**config.mk**
```make
export PLATFORM = sky130hd
export DESIGN_NAME = swap_decode_reg_flat
export DESIGN_NICKNAME = d
export VERILOG_FILES = /design/src/rtl/swap_decode_reg_if.sv /design/src/rtl/swap_decode_reg.sv /design/src/flat_wrapper.sv
export SDC_FILE = /design/constraint.sdc
export NUM_CORES = 1
export LEC_CHECK = 0
export ABC_AREA = 1
export CAP_MARGIN = 20
export CELL_PAD_IN_SITES_DETAIL_PLACEMENT = 1
export CELL_PAD_IN_SITES_GLOBAL_PLACEMENT = 1
export CORE_UTILIZATION = 11
export DETAILED_ROUTE_END_ITERATION = 16
export GPL_ROUTABILITY_DRIVEN = 0
export PLACE_DENSITY_LB_ADDON = 0.1
export RECOVER_POWER = 50
export SLEW_MARGIN = 0
export SYNTH_ARGS = -nofsm -noshare
export SYNTH_HDL_FRONTEND = slang
export SYNTH_SLANG_ARGS = --single-unit
```
**constraint.sdc**
```tcl
create_clock -name ph1 -period 0.8 [get_ports ph1]
set_input_delay 0.12 -clock ph1 [delete_from_list [all_inputs] [get_ports ph1]]
set_output_delay 0.12 -clock ph1 [all_outputs]
set_load 0.01 [all_outputs]
```
**src/rtl/swap_decode_reg_if.sv**
```systemverilog
// Signal bundle for swap_decode_reg: swap-mux paths, decoder, and enabled register.
// The bench drives through the master modport and the design uses the slave modport.
interface swap_decode_reg_if #(
  parameter int CMUX_WIDTH = 32,
  parameter int REG_WIDTH  = 2
);
  logic [CMUX_WIDTH-1:0] cmux_d0;
  logic [CMUX_WIDTH-1:0] cmux_d1;
  logic                  cmux_s;
  logic [CMUX_WIDTH-1:0] cmux_y0;
  logic [CMUX_WIDTH-1:0] cmux_y1;
  logic [1:0]            dec_a;
  logic [3:0]            dec_y;
  logic                  reg_en;
  logic [REG_WIDTH-1:0]  reg_d;
  logic [REG_WIDTH-1:0]  reg_q;

  modport master (
    output cmux_d0, cmux_d1, cmux_s, dec_a, reg_en, reg_d,
    input  cmux_y0, cmux_y1, dec_y, reg_q
  );

  modport slave (
    input  cmux_d0, cmux_d1, cmux_s, dec_a, reg_en, reg_d,
    output cmux_y0, cmux_y1, dec_y, reg_q
  );
endinterface

```
**src/rtl/swap_decode_reg.sv**
```systemverilog
// Memory-subsystem primitives: crossover swap mux, 2-to-4 one-hot decoder and an
// enabled register with async reset. The three functions share only ph1/reset.
module swap_decode_reg #(
  parameter int CMUX_WIDTH = 32,
  parameter int REG_WIDTH  = 2
) (
  input  logic              ph1,
  input  logic              reset,
  swap_decode_reg_if.slave  bus
);

  logic [CMUX_WIDTH-1:0] y0;
  logic [CMUX_WIDTH-1:0] y1;
  logic [3:0]            dec;
  logic [REG_WIDTH-1:0]  data_d;
  logic [REG_WIDTH-1:0]  data_q;

  // An unknown select poisons both outputs rather than merging the two sources.
  always_comb begin
    y0 = '0;
    y1 = '0;
    case (bus.cmux_s)
      1'b0: begin
        y0 = bus.cmux_d0;
        y1 = bus.cmux_d1;
      end
      1'b1: begin
        y0 = bus.cmux_d1;
        y1 = bus.cmux_d0;
      end
      default: begin
        y0 = 'x;
        y1 = 'x;
      end
    endcase
  end

  always_comb begin
    dec = 4'b0000;
    case (bus.dec_a)
      2'd0:    dec = 4'b0001;
      2'd1:    dec = 4'b0010;
      2'd2:    dec = 4'b0100;
      2'd3:    dec = 4'b1000;
      default: dec = 4'bxxxx;
    endcase
  end

  always_comb begin
    data_d = data_q;
    if (bus.reg_en) begin
      data_d = bus.reg_d;
    end
  end

  always_ff @(posedge ph1 or posedge reset) begin
    if (reset) begin
      data_q <= '0;
    end else begin
      data_q <= data_d;
    end
  end

  assign bus.cmux_y0 = y0;
  assign bus.cmux_y1 = y1;
  assign bus.dec_y   = dec;
  assign bus.reg_q   = data_q;

endmodule

```
**src/flat_wrapper.sv**
```systemverilog
// flat-port wrapper written by rule: the top's interface ports become plain ports
module swap_decode_reg_flat 
#(
  parameter int CMUX_WIDTH = 32,
  parameter int REG_WIDTH  = 2
)
  (ph1, reset, bus_cmux_d0, bus_cmux_d1, bus_cmux_s, bus_dec_a, bus_reg_en, bus_reg_d, bus_cmux_y0, bus_cmux_y1, bus_dec_y, bus_reg_q);
  swap_decode_reg_if #(.CMUX_WIDTH(CMUX_WIDTH), .REG_WIDTH(REG_WIDTH)) bus_i ();
  input  logic ph1;
  input  logic reset;
  input wire logic [$bits(bus_i.cmux_d0)-1:0] bus_cmux_d0;
  input wire logic [$bits(bus_i.cmux_d1)-1:0] bus_cmux_d1;
  input wire logic [$bits(bus_i.cmux_s)-1:0] bus_cmux_s;
  input wire logic [$bits(bus_i.dec_a)-1:0] bus_dec_a;
  input wire logic [$bits(bus_i.reg_en)-1:0] bus_reg_en;
  input wire logic [$bits(bus_i.reg_d)-1:0] bus_reg_d;
  output wire logic [$bits(bus_i.cmux_y0)-1:0] bus_cmux_y0;
  output wire logic [$bits(bus_i.cmux_y1)-1:0] bus_cmux_y1;
  output wire logic [$bits(bus_i.dec_y)-1:0] bus_dec_y;
  output wire logic [$bits(bus_i.reg_q)-1:0] bus_reg_q;
  assign bus_i.cmux_d0 = bus_cmux_d0;
  assign bus_i.cmux_d1 = bus_cmux_d1;
  assign bus_i.cmux_s = bus_cmux_s;
  assign bus_i.dec_a = bus_dec_a;
  assign bus_i.reg_en = bus_reg_en;
  assign bus_i.reg_d = bus_reg_d;
  assign bus_cmux_y0 = bus_i.cmux_y0;
  assign bus_cmux_y1 = bus_i.cmux_y1;
  assign bus_dec_y = bus_i.dec_y;
  assign bus_reg_q = bus_i.reg_q;
  swap_decode_reg #(.CMUX_WIDTH(CMUX_WIDTH), .REG_WIDTH(REG_WIDTH)) u_core (.ph1(ph1), .reset(reset), .bus(bus_i));
endmodule
```
==> results of run 1 <==
## power groups by stage
stage                     registers, uW  logic [uW]  clock network [uW]
after floorplan                     121         516                   0
after global placement              116        1510                   0
after detailed placement            116        1520                   0
after CTS                           115        1310                 407
after global routing                116        1750                 424
final                               115        1600                 393
## worst min path at each step
stage / from / end / slack (ns)
after floorplan: reset / u_core.bus.reg_q[0] / -0.14
after global placement: reset / u_core.bus.reg_q[1] / 0.28
after detailed placement: reset / u_core.bus.reg_q[1] / 0.29
after CTS: reset / u_core.bus.reg_q[0] / 0.07
after global routing: reset / u_core.bus.reg_q[0] / 0.23
final: reset / u_core.bus.reg_q[0] / 0.21
## final cells by class
type | instances | area (sq um)
fill | 1079 | 5490
timing repair buffer | 159 | 1520
multi-input combinational | 202 | 1030
tap | 105 | 131
sequential | 2 | 50.0
clock buffer | 3 | 41.3
inverter | 6 | 35.0
## cell usage in the layout (no fill, tap or decap), types with 4 or more instances in the layout
cell type,count
buf_6,30
inv_1,5
clkbuf_16,4
buf_12,7
buf_4,4
nand2_4,18
buf_2,40
nand2_1,127
dlygate4sd2_1,64
nand2_2,54
## timing repair
item | CTS | global route
resized for setup | 381 | 109
cloned | 3 | 4
setup endpoints to repair | 70 | 68
buffers inserted | 4 | 0
pin swaps | 8 | 20
## worst max-delay path, stage by stage
cell,delay (ns)
buf_12,0.11
clkinv_8,0.04
buf_12,0.15
clkbuf_16,0.17
nand2_2,0.04
nand2_1,0.04
buf_2,0.13
## stage by stage
step           utilization, %  setup WS, ns  hold WS, ns
5_1_grt                  33.8        -0.176        0.226
6_report                 33.8        -0.138        0.207
3_3_place_gp             29.5        -0.619        0.283
4_1_cts                  28.1        -0.130       0.0703
2_1_floorplan               -         0.116       -0.139
3_5_place_dp             29.5        -0.633        0.285
## layer usage
metal / part of all wire, % / track usage, % / wire length [um]
met2: 48 / 21.9 / 2820
met1: 42 / 14.2 / 2430
met4: 0.36 / 2.27 / 21
met3: 9.7 / 3.46 / 566
met5: 0 / 0 / 0
## cell families after synthesis
logic type,after synthesis
AND/OR/NAND/NOR,202
buffers and inverters,19
flip-flops,2
==> impl_metrics.yaml, run 1 <==
logic_synthesis:
  ys.flop_type: "dfrtp_1"
  synth_compound_gate_area_share_pct: 0
  synthAdderAreaFrac_pct: 0
  yosysTopAreaCell: "nand2_1"
  synthSimpleGateAreaFrac_pct: 79.7
  synth_seq_area_share_pct: 5.26
  muxShareOfSynthArea_pct: 0
  syn-num-nets: 295
  syn_area_per_cell_sq_um: 4.26
  ys_top_cells_by_area: "nand2_1 79%, clkbuf_8 8.7%, dfrtp_1 5.3%"
  yosys.cell_count.top_type: "nand2_1"
  synthArstFlopShare_pct: 100
  yosysTopAreaCellShare_pct: 78.6
  yosys_warnings: 0
  synth_top_family_by_area: "simple AND/OR/NAND/NOR gates"
  synth_cells: 223
  synth_seq_cells: 2
  synth_edf_count: 0
  synth_area_sq_um: 951
  netlist-cell-type-count: 8
  yosys-top-cells-count: "199 x nand2_1, 6 x buf_2, 6 x clkbuf_8"
  synthXorXnorAreaFrac_pct: 0
global_routing:
  grt.overflow.total: 0
  grt_pass1_vias: 1852
  track_usage_pct: 12.2
  grt_max_degree: 27
  antenna_found_initial: 0
  grt_pass1_wl_mm: 8.70
worst_setup_path:
  r2r_cells: 2
  timing.rr.end: "u_core.bus.reg_q[0]"
  path_class: "input port to output port"
  critPathLaunchType: "input port"
  rrSetupSlack_ns: 0.21
  cp_max_fo: 8
  r2r-start: "u_core.bus.reg_q[0]"
  end_kind: "output port"
  arrival_ns: 0.82
  crit_required_ns: 0.68
  critPathLaunch: "bus_cmux_s"
  crit_end: "bus_cmux_y1[14]"
clock_tree:
  clk_latency_ns: 0.21
  clk_path_buf_depth: 2
  cts.sinks: 2
  numCtsBuffers: 3
  path_clk_slew_ns: 0.03
  cts_root_buffer: "clkbuf_8"
  cts_max_level: 1
  hold_buffers: 0
  cts_tree: "yes"
floorplanning:
  coreArea_sq_mm: 0.00830
  die_y_um: 95.0
  die_w_um: 95.0
  initial_core_util_pct: 11.5
  dieArea_sq_mm: 0.00902
  rows: 33
  io_pins: 142
finish:
  drive_above_1_share_pct: 44.9
  n_antenna_cell: 0
  layout.cells.non_filler: 477
  largest_reg_flops: 2
  nets: 446
  area_delta_synth_final_pct: 195
  fin_area_sq_mm: 0.00281
sta:
  max_freq_ghz: 1.07
  hold_viol: 0
  tightest_slew_ns: 0.195
  final_max_slew_viol_count: 0
  slew_headroom_pct: 87.0
  layout_setup_ws_ns: -0.138
  fin_crit_sh_pct: 117
  period_needed_ns: 0.938
  fin_tns_setup_ns: -6.93
  finClkSkew_ns: 0
  rsz0062_at_grt: "yes"
  setup_viol: 66
placed_design:
  port_buffers: 141
  dpl_cell_area_sq_mm: 0.00245
  hpwl_mm: 4.21
  dp_cells: 463
pwr:
  swShare_pct: 39.9
  powerDensity_mw_per_mm2: 752
  switchingPower_uw: 841
  p_comb_share_pct: 75.9
  ir_drop_uv: 479
  p_seq_share_pct: 5.4
  total_power_uw: 2110
  internal_power_uw: 1270
  leakagePower_uw: 0.00165
  clockPowerShare_pct: 18.6
drt:
  ant_nets: 0
  drt_iter0_markers: 18
  routedWlPerCell_um: 12.2
  drt-pass1-iter-count: 4
  drc_errors: 0
  viasPerCell: 3.93
  wl_mm: 5.83
  num_vias: 1876
worst_hold_path:
  hp-class: "input port to async pin"
run_status:
  status: "complete, but fails checks"
  violations: "setup timing"
flow_run:
  maxCapViolCount: 0
(Power assumes the default switching activity.)
==> run 2: changes to the inputs <==
Settings changed: ABC_AREA 1 to default, CORE_UTILIZATION 11 to 16.
==> run 2 against run 1 <==
  * The flow still finishes with violations (setup timing)
  * Die area down 15%
  * Total power up 8.4%
  * Largest power group unchanged
  * Count of clock-buffer cells in the layout unchanged
  * Global-route usage down 1.5 points
  * Combinational power up 11%
  * Sequential power about the same
  * Sequential cell count unchanged
  * Non-clock buffer count down 4
  * Fmax down 3.4%
  * Wire length down 19%
  * Cell area up 3.9%
  * Worst hold slack worse by 0.0033 ns
==> impl_metrics.yaml, run 2 <==
worst_setup_path:
  path_delay_family: "buffers and inverters"
  path_buf_inv: 3
  r2r-start: "u_core.bus.reg_q[1]"
  cp_max_fo: 8
  crit_required_ns: 0.68
  r2r_cells: 1
  path_class: "input port to output port"
  arrival_ns: 0.85
  cp_cell_sequence: "buf_16 -> clkbuf_16 -> mux2_4 -> buf_6"
  timing.rr.end: "u_core.bus.reg_q[1]"
  critPathMaxStageDelay_ns: 0.30
  critPathLaunchType: "input port"
  end_kind: "output port"
  cp_slowest_cell: "mux2_4"
  rrSetupSlack_ns: 0.05
drt:
  wl_mm: 4.74
  routedWlPerCell_um: 14.5
  drt_iter0_markers: 4
  num_vias: 1277
  drc_errors: 0
  drt-pass1-iter-count: 2
  ant_nets: 0
  viasPerCell: 3.91
sta:
  tightest_slew_ns: 0.149
  fin_crit_sh_pct: 121
  setup_viol: 66
  slew_headroom_pct: 90.1
  rsz0062_at_grt: "yes"
  final_max_slew_viol_count: 0
  layout_setup_ws_ns: -0.171
  hold_viol: 0
  max_freq_ghz: 1.03
  period_needed_ns: 0.971
  finClkSkew_ns: 0
  holdWs_ns: 0.203
global_routing:
  grt_pass1_wl_mm: 6.54
  track_usage_pct: 10.7
  grt_max_degree: 12
  grt.overflow.total: 0
  grt_pass1_vias: 1352
  antenna_found_initial: 0
logic_synthesis:
  muxShareOfSynthArea_pct: 82.3
  syn-num-nets: 152
  synth_seq_area_share_pct: 4.26
  synthXorXnorAreaFrac_pct: 0
  yosysTopAreaCellShare_pct: 76.6
  synthAdderAreaFrac_pct: 0
  yosys_warnings: 0
  synthArstFlopShare_pct: 100
  synth_seq_cells: 2
  ys.flop_type: "dfrtp_1"
  netlist-cell-type-count: 9
  yosys.cell_count.top_type: "mux2_4"
  synthSimpleGateAreaFrac_pct: 1.91
  syn_area_per_cell_sq_um: 14.7
  synth_top_family_by_area: "multiplexers"
  synth_compound_gate_area_share_pct: 0
  yosys-top-cells-count: "60 x mux2_4, 6 x buf_12, 6 x mux2_2"
  synth_area_sq_mm: 0.00118
  synth_edf_count: 0
  yosysTopAreaCell: "mux2_4"
  synth_cells: 80
  ys_top_cells_by_area: "mux2_4 77%, buf_12 10%, mux2_2 5.7%"
clock_tree:
  cts_root_buffer: "clkbuf_8"
  numCtsBuffers: 3
  clk_path_buf_depth: 2
  cts.sinks: 2
  cts_tree: "yes"
  clk_latency_ns: 0.21
  path_clk_slew_ns: 0.03
  cts_max_level: 1
  hold_buffers: 0
pwr:
  total_power_uw: 2290
  ir_drop_uv: 273
  leakagePower_uw: 0.00152
  powerDensity_mw_per_mm2: 784
floorplanning:
  rows: 30
  die_y_um: 87.7
  initial_core_util_pct: 16.9
  coreArea_sq_mm: 0.00694
  io_pins: 142
  dieArea_sq_mm: 0.00770
  die_w_um: 87.7
run_status:
  status: "complete, but fails checks"
  violations: "setup timing"
placed_design:
  hpwl_mm: 3.75
  port_buffers: 141
finish:
  nets: 305
  fin_util_pct: 42.0
  n_antenna_cell: 0
  area_delta_synth_final_pct: 148
  drive_above_1_share_pct: 67.1
  largest_reg_flops: 2
  most-common-layout-cells: "66 x buf_6, 65 x dlygate4sd2_1, 64 x mux2_4, 6 x buf_16, 4 x buf_2"
  layout_commonest_cell: "buf_6"
flow_run:
  maxCapViolCount: 0
worst_hold_path:
  hp-class: "input port to async pin"
[run 2: final cells by class]
class	count	area [sq um]
fillers	765	4030
repair buffers	155	1690
multi-input cells	70	1010
well taps	96	120
flip-flops and latches	2	50.0
clock buffers	3	41.3
inverters	1	3.75
[run 2: cell families after synthesis]
family,count (synthesis)
buf+inv,8
flops,2
simple gates,4
mux,66
[run 2: through the flow]
step	setup TNS, ns	instance area [sq um]	setup slack (ns)	std cells
6_report	-9.13	2920	-0.171	327
3_3_place_gp	-42.39	2640	-0.647	315
5_1_grt	-10.33	2920	-0.188	327
2_1_floorplan	-1.35	1180	-0.0225	80
4_1_cts	-9.31	2870	-0.174	325
3_5_place_dp	-43.47	2640	-0.698	315
[run 2: how the worst max path moves through the flow]
stage	start	end	slack, ns	depth (start not counted)
floorplan	bus_cmux_s	bus_cmux_y0[10]	-0.02	3
global placement	bus_cmux_d1[30]	bus_cmux_y1[30]	-0.65	3
detailed placement	bus_dec_a[1]	bus_dec_y[2]	-0.70	3
CTS	bus_cmux_s	bus_cmux_y1[27]	-0.17	4
global route	bus_cmux_s	bus_cmux_y0[22]	-0.19	4
finish	bus_cmux_s	bus_cmux_y1[21]	-0.17	4
[run 2: power by group]
part	total [uW]	switching (uW)	internal (uW)
Clock	389	72.0	317
Sequential	117	4.84	112
Combinational	1780	597	1180
Total	2290	673	1610
[run 2: per-layer routing]
layer	up-vias	routed length (um)	share of wire [%]	global-route usage [%]
met5	-	0	0	0
met4	0	8	0.17	0.894
met3	2	360	7.6	1.89
met2	71	2730	58	23.3
met1	597	1640	35	10.5
li1	607	-	-	-
[run 2: timing repair]
item / CTS / global route
buffers inserted: 2 / 0
setup endpoints to repair: 72 / 67
resized for setup: 439 / 2
gates cloned: 5 / 2
